### src/rtl/seven_seg_scanner.sv
// seven_seg_scanner: time-multiplexed driver for a 4-digit common-anode
// seven-segment display. Digit sets are double-buffered so a new set only
// takes effect at a frame boundary. Leading zeros can be blanked and
// out-of-range BCD values are shown as a dash.
module seven_seg_scanner #(
  parameter int REFRESH_DIV = 100000,
  parameter int ACTIVE_LOW  = 1
) (
  input  logic       clk,
  input  logic       reset,
  input  logic       load,
  input  logic [3:0] digit1,
  input  logic [3:0] digit2,
  input  logic [3:0] digit3,
  input  logic [3:0] digit4,
  input  logic       blank_lz,
  output logic [3:0] an,
  output logic [6:0] seg,
  output logic       dp,
  output logic       frame_done
);

  localparam int            CW      = (REFRESH_DIV > 1) ? $clog2(REFRESH_DIV) : 1;
  localparam logic [CW-1:0] CNT_MAX = CW'(REFRESH_DIV - 1);
  // Level that turns a line off: high for active-low wiring, low otherwise.
  localparam logic          OFF_LVL = (ACTIVE_LOW != 0);

  // Active-high gfedcba pattern for one BCD value; 10..15 show a dash.
  function automatic logic [6:0] seg_decode(input logic [3:0] v);
    logic [6:0] s;
    case (v)
      4'd0:    s = 7'b0111111;
      4'd1:    s = 7'b0000110;
      4'd2:    s = 7'b1011011;
      4'd3:    s = 7'b1001111;
      4'd4:    s = 7'b1100110;
      4'd5:    s = 7'b1101101;
      4'd6:    s = 7'b1111101;
      4'd7:    s = 7'b0000111;
      4'd8:    s = 7'b1111111;
      4'd9:    s = 7'b1101111;
      default: s = 7'b1000000;
    endcase
    return s;
  endfunction

  // Digit arrays are indexed by scan position: [0] is digit1 (leftmost).
  logic [CW-1:0]   cnt_q, cnt_d;
  logic [1:0]      idx_q, idx_d;
  logic [3:0][3:0] pend_dig_q, pend_dig_d;
  logic            pend_blz_q, pend_blz_d;
  logic            pend_vld_q, pend_vld_d;
  logic [3:0][3:0] disp_dig_q, disp_dig_d;
  logic            disp_blz_q, disp_blz_d;
  logic [3:0]      an_q, an_d;
  logic [6:0]      seg_q, seg_d;
  logic            fd_stage_q;
  logic            frame_done_q;

  logic            wrap;
  logic            boundary;
  logic [3:0][3:0] load_dig;
  logic [2:0]      lead_zero;
  logic [3:0]      cur_dig;
  logic            cur_blank;

  assign load_dig = {digit4, digit3, digit2, digit1};
  assign wrap     = (cnt_q == CNT_MAX);
  assign boundary = wrap && (idx_q == 2'd3);

  // Divider and scan index advance.
  always_comb begin
    cnt_d = wrap ? '0 : cnt_q + 1'b1;
    idx_d = wrap ? idx_q + 2'd1 : idx_q;
  end

  // Double buffer: loads park in the pending set; the display set only
  // changes at the boundary. A load on the boundary itself skips the
  // pending stage and supersedes anything still waiting there.
  always_comb begin
    pend_dig_d = pend_dig_q;
    pend_blz_d = pend_blz_q;
    pend_vld_d = pend_vld_q;
    disp_dig_d = disp_dig_q;
    disp_blz_d = disp_blz_q;
    if (boundary) begin
      if (load) begin
        disp_dig_d = load_dig;
        disp_blz_d = blank_lz;
        pend_vld_d = 1'b0;
      end else if (pend_vld_q) begin
        disp_dig_d = pend_dig_q;
        disp_blz_d = pend_blz_q;
        pend_vld_d = 1'b0;
      end
    end else if (load) begin
      pend_dig_d = load_dig;
      pend_blz_d = blank_lz;
      pend_vld_d = 1'b1;
    end
  end

  // A slot is a leading zero when it and every digit to its left are 0;
  // the rightmost digit is always shown. Dashes are non-zero here.
  always_comb begin
    lead_zero[0] = (disp_dig_q[0] == 4'd0);
    lead_zero[1] = lead_zero[0] && (disp_dig_q[1] == 4'd0);
    lead_zero[2] = lead_zero[1] && (disp_dig_q[2] == 4'd0);
    cur_dig      = disp_dig_q[idx_q];
    cur_blank    = disp_blz_q && (idx_q != 2'd3) && lead_zero[idx_q];
  end

  // Next anode/segment pattern for the slot currently selected, in
  // active-high form first and then mapped to the board polarity.
  always_comb begin
    an_d  = cur_blank ? 4'b0000 : (4'b1000 >> idx_q);
    seg_d = cur_blank ? 7'b0000000 : seg_decode(cur_dig);
    an_d  = an_d  ^ {4{OFF_LVL}};
    seg_d = seg_d ^ {7{OFF_LVL}};
  end

  // Scan state and digit buffers.
  always_ff @(posedge clk or posedge reset) begin
    if (reset) begin
      cnt_q      <= '0;
      idx_q      <= 2'd0;
      pend_dig_q <= '0;
      pend_blz_q <= 1'b0;
      pend_vld_q <= 1'b0;
      disp_dig_q <= '0;
      disp_blz_q <= 1'b0;
    end else begin
      cnt_q      <= cnt_d;
      idx_q      <= idx_d;
      pend_dig_q <= pend_dig_d;
      pend_blz_q <= pend_blz_d;
      pend_vld_q <= pend_vld_d;
      disp_dig_q <= disp_dig_d;
      disp_blz_q <= disp_blz_d;
    end
  end

  // Output registers. frame_done is delayed one extra stage so it lines up
  // with the first registered digit1 pattern of the new frame.
  always_ff @(posedge clk or posedge reset) begin
    if (reset) begin
      an_q         <= {4{OFF_LVL}};
      seg_q        <= {7{OFF_LVL}};
      fd_stage_q   <= 1'b0;
      frame_done_q <= 1'b0;
    end else begin
      an_q         <= an_d;
      seg_q        <= seg_d;
      fd_stage_q   <= boundary;
      frame_done_q <= fd_stage_q;
    end
  end

  assign an         = an_q;
  assign seg        = seg_q;
  assign dp         = OFF_LVL;
  assign frame_done = frame_done_q;

endmodule

### config.mk
export PLATFORM = sky130hd
export DESIGN_NAME = seven_seg_scanner
export DESIGN_NICKNAME = d
export VERILOG_FILES = /design/src/rtl/seven_seg_scanner.sv
export SDC_FILE = /design/constraint.sdc
export NUM_CORES = 1
export LEC_CHECK = 0
export BUFFER_PORTS_ARGS = -buffer_cell sky130_fd_sc_hd__buf_2
export CAP_MARGIN = 20
export CORE_UTILIZATION = 47
export CTS_BUF_LIST = sky130_fd_sc_hd__clkbuf_4
export DETAILED_ROUTE_END_ITERATION = 12
export PLACE_DENSITY = 0.66
export RECOVER_POWER = 50
export SYNTH_ARGS = -nofsm -noshare
export SYNTH_HDL_FRONTEND = slang
export SYNTH_SLANG_ARGS = --single-unit
### constraint.sdc
create_clock -name clk -period 4.51 [get_ports clk]
set_input_delay 0.2255 -clock clk [delete_from_list [all_inputs] [get_ports clk]]
set_output_delay 0.2255 -clock clk [all_outputs]
set_load 0.005 [all_outputs]
======== Yosys cells after proc, flatten, opt, wreduce, memory -nomap -nowiden ========
Memory sizes are Yosys's and may differ from the RTL's.
Index checks and enable logic that the tools add are counted.
storage, ports and cells
  register bits after elaboration ......... 67
  ROM bits ................................ 112
  output and inout port bits .............. 13
  memories kept ........................... 1
  input port bits ......................... 20
  logic and storage cells ................. 53
memories
  memory            words  width  read ports  clocked after Yosys merged registers in  write ports  RTL line  RTL
  (name not given)  16     7      1           0                                        0            31        case (v)
operators by class
  reduce and logical (&&, ||, !) cells .... 12
  mux-type cells .......................... 13
  add/sub/neg operators ................... 2
  bitwise logic cells ..................... 3
  equality and inequality tests ........... 3
  order comparisons ....................... 1
  shift-type cells ........................ 1
operators by type and width
  operator                 count
  $mux W16                 2
  $add A17 B1 Y17 const B  1
  $eq A17 B17 Y1 const B   1
  $mux W17                 1
  $logic_not A4 Y1         3
  $bmux W4 S2              1
  $mux W4                  2
  $mux W7                  1
  $not A7 Y7               1
  $logic_and A1 B1 Y1      5
  $mux W1                  5
  $not A4 Y4               1
  $reduce_and A2 Y1        2
  $reduce_bool A2 Y1       2
  $shr A4 B2 Y4 const A    1
  $lt A2 B3 Y1 const B     1
  $add A2 B1 Y2 const B    1
  $bmux W1 S2              1
  $eq A2 B2 Y1 const B     1
  $ne A2 B2 Y1 const B     1
  $not A1 Y1               1

======== Logic depth before layout (Yosys ltp) ========
  word-level depth ........................ 8
  mapped depth ............................ 7
  depth with buffers taken out ............ 6

======== Least setup slack after synthesis ========
OpenSTA, ideal clock, no wires.
  path kind ............................... reg-to-reg
  start ................................... reg cnt_q[12]
  end ..................................... reg pend_blz_q
  library setup time ...................... 125 ps
  cell stages (with the launch flop) ...... 6
  slack ................................... 2392 ps
  buffers on the path ..................... 1
  data arrival time ....................... 1993 ps
  period minus slack after synthesis ...... 2118 ps
  data required time ...................... 4385 ps
  path through ............................ dfrtp_1 -> or4b_1 -> nor4_4 -> a21boi_2 -> buf_6 -> mux2_4
on the way
  cells in the longest elaborated chain, start to end .. 4
ends and longest elaborated chain
  what                                RTL line  RTL
  from (decl)                         48        logic [CW-1:0] cnt_q, cnt_d;
  from (signal assigned)              133       cnt_q <= cnt_d;
  $eq A17 B17 Y1                      68        assign wrap = (cnt_q == CNT_MAX);
  $logic_and A1 B1 Y1                 69        assign boundary = wrap && (idx_q == 2'd3);
  $not A1 Y1 (no source line)         --
  $reduce_and A2 Y1 (no source line)  --
  to (signal assigned)                136       pend_blz_q <= pend_blz_d;
  to (decl)                           51        logic pend_blz_q, pend_blz_d;
Every way passes these cells.
A chain may end at the register's enable or synchronous reset.

======== Worst setup path in the final report ========
  start ................................... reg cnt_q[6]
  end ..................................... reg pend_dig_q[12] (netlist bit)
on the way
  cells in the longest elaborated chain, start to end .. 4
ends and longest elaborated chain
  what                                RTL line  RTL
  $eq A17 B17 Y1                      68
  $logic_and A1 B1 Y1                 69
  $not A1 Y1 (no source line)         --
  $reduce_and A2 Y1 (no source line)  --
  to (signal assigned)                135       pend_dig_q <= pend_dig_d;
  to (decl)                           50        logic [3:0][3:0] pend_dig_q, pend_dig_d;
Every way passes these cells.

==> metrics <==
clock buffer count from CTS=9; yosys warns=0; hold_buf cts=0; area leader, netlist=dfrtp_1; setup TNS=0 ns; Slew @ Worst Pin=0.8270 ns; worst r2r src=cnt_q[6]; Netlist Area Pre-Place=between 3000 and 4000 um^2; gr ovfl total=0; syn nets=318; maximum capacitance violations=0; Top delay family on crit path=simple AND/OR/NAND/NOR gates; clk buf depth=2; H-Tree Depth=3; DR WL/cell=~15 um; main area contributors after synthesis=dfrtp_1, dfstp_2, o221a_2, mux2_4, ha_1; CP Class=register to register; CP startpoint kind=register; clk_lat worst skew=approximately 0.43 ns; Most used DFF post-synth=dfrtp_1; CTS tree=built; number of synthesized flops with an enable pin=0; Arrival @ worst endpoint=2.94 ns; Row Count=30; placed cell area=3572 um^2; Clock Pin Slew Worst Setup and Hold Paths=0.12 ns; max incr delay on CP=0.64 ns; pre-CTS setup slack=1.894 ns; capture point of the worst reg-to-reg path=pend_dig_q[12]; Tmin final=approximately 2.6 ns; Routed Antenna Nets=0; initial antenna violation count=0; Logic pwr share=5.3%; Post-CTS Resized=0; fin crit share=58.30%; Layout area overhead=12.52%; Hold Path Class=input port to async pin; Post-CTS Setup Inserts=0; clk sink count=67; Initial Util=48.86%; core area=about 7000 um^2; RSZ-0062 raised after global routing=false; n_diodes=0; R2R Setup Slk=1.88 ns; Synth Instances=287; Critical Path RT=4.82 ns; Post-Layout Inst Area=between 3000 and 4000 um^2; dominant cell by count in the synthesized netlist=dfrtp_1; Synth Register Bits=67; worst r2r path cells=5; Final #Nets=346; Avg Cell Area, Syn=between 10 and 15 um^2; first-pass GRT wire length=11.17 mm; final-report hold violation count=0; die area=7443 um^2; post-detailed-route DRC marker count=0; sw frac=22.08%; outcome=completed; commonest cells in the netlist=dfrtp_1, nor2_1, o221a_2; PortBufs=31; drt first-iter violations=roughly 130; PwrDens=316.9 nW/um^2; Initial DRT Pass Iterations=5; post-synthesis sequential area ratio=50.64%; io pins=33; layout cell share with drive strength beyond 1=33.13%; Rel. slew slack=44.86%; final core area utilization=between 50 and 60%; Cell variety after synth=47; NetSw=approximately 0.26 mW; Synth top area share=41.98%; Cell Int Power=0.9274 mW; Synth async-reset ratio=100.0%; vias in the first global route=2,250; buffers and inverters on the worst path=1; via count=around 2.3k; Vias/cell=5.553; WL final=approximately 6.4 mm; CP max stage cell=nor4_4; Clock Power Share=42.1%; fin. max-slew vios=0; HPWL after DPL=4.378 mm; largest net degree at the start of global routing=68; Static Leakage=1.740 nW; crit-path cells=or4b_4 > nor4_4 > a21boi_2 > buf_8 > mux2_4; Setup Viol. Count Final=0; VDD IR max=0.0001955 V; setup clock skew after layout=about 0.020 ns; Final GP Congestion=0.7497; sequential share of power=a little over half; total track usage=about a fifth; Horiz. Die Dim=86.28 um; worst-path fanout max=12; Achievable Freq=380.3 MHz; total power=roughly 1.2 mW; Die Height=86.28 um; setup ws final=between 1.5 and 2 ns; Root Driver=clkbuf_4; CP endpoint kind=register
## layout make-up
cell class / instances / area (um^2)
Fill cell: 618 / 3075
Multi-Input combinational cell: 191 / 1528
Timing Repair Buffer: 35 / 192.7
Sequential cell: 67 / 1690
Tap cell: 96 / 120.1
Clock buffer: 9 / 67.56
Inverter: 11 / 41.29
Clock inverter: 7 / 116.4
## placed cells by master (no fill, tap or decap), drive strengths merged, types with 10 or more instances in the layout
cell	synthesis	layout
dfstp	11	11
nand2	11	11
mux2	17	17
dfrtp	56	56
inv	11	11
nor3	11	11
ha	11	11
nand4	10	10
o221a	15	15
nor2	26	26
a31oi	11	11
buf	7	35
## cell families after synthesis
logic type	Yosys count	share of synthesized area, %
compound gates	55	13.04
xor+xnor	14	3.673
fa+ha+maj	11	4.123
buf+inv	29	3.786
flops	67	50.64
mux	23	10.16
other cells	1	0.1123
simple gates	87	14.47
## stage by stage
stage               cells  hold WS [ns]
floorplan             287        0.3312
global placement      399        0.3317
detailed placement    400        0.3491
CTS                   416       0.01910
global route          416       0.02708
finish                416       0.03109
## worst max-delay path by stage
stage / startpoint / to / cells past startpoint
2_1_floorplan: cnt_q[12] / pend_blz_q / 5
3_3_place_gp: cnt_q[12] / pend_dig_q[14] / 4
3_5_place_dp: cnt_q[6] / pend_dig_q[12] / 5
4_1_cts: cnt_q[6] / pend_dig_q[12] / 5
5_1_grt: cnt_q[12] / pend_dig_q[15] / 5
6_report: cnt_q[6] / pend_dig_q[12] / 5
## power by group through the flow
stage                     clock, mW  sequential, mW  combinational (mW)
final                         0.501           0.626              0.0636
after global routing          0.537           0.628              0.0713
after CTS                     0.515           0.626              0.0651
after detailed placement          0           0.637              0.0649
after global placement            0           0.637              0.0626
after floorplan                   0           0.634              0.0450
## routing by layer
layer,vias up,global-route usage [%],routed length (um)
met5,-,0,0
met4,0,10.45,120
met3,9,3.429,171
met2,41,29.94,3011
met1,1147,27.36,3138
li1,1113,-,-
## state kept, by name (all words and copies together) (netlist names), 2 cells and up
signal and cells:
pend_dig_q 16, an 4, disp_dig_q 16, cnt_q 17
seg 7, idx_q 2
## worst min-delay path: stages
cell   delay, ns
buf_2       0.09
inv_1       0.04
buf_4       0.63
(Power assumes the default switching activity.)
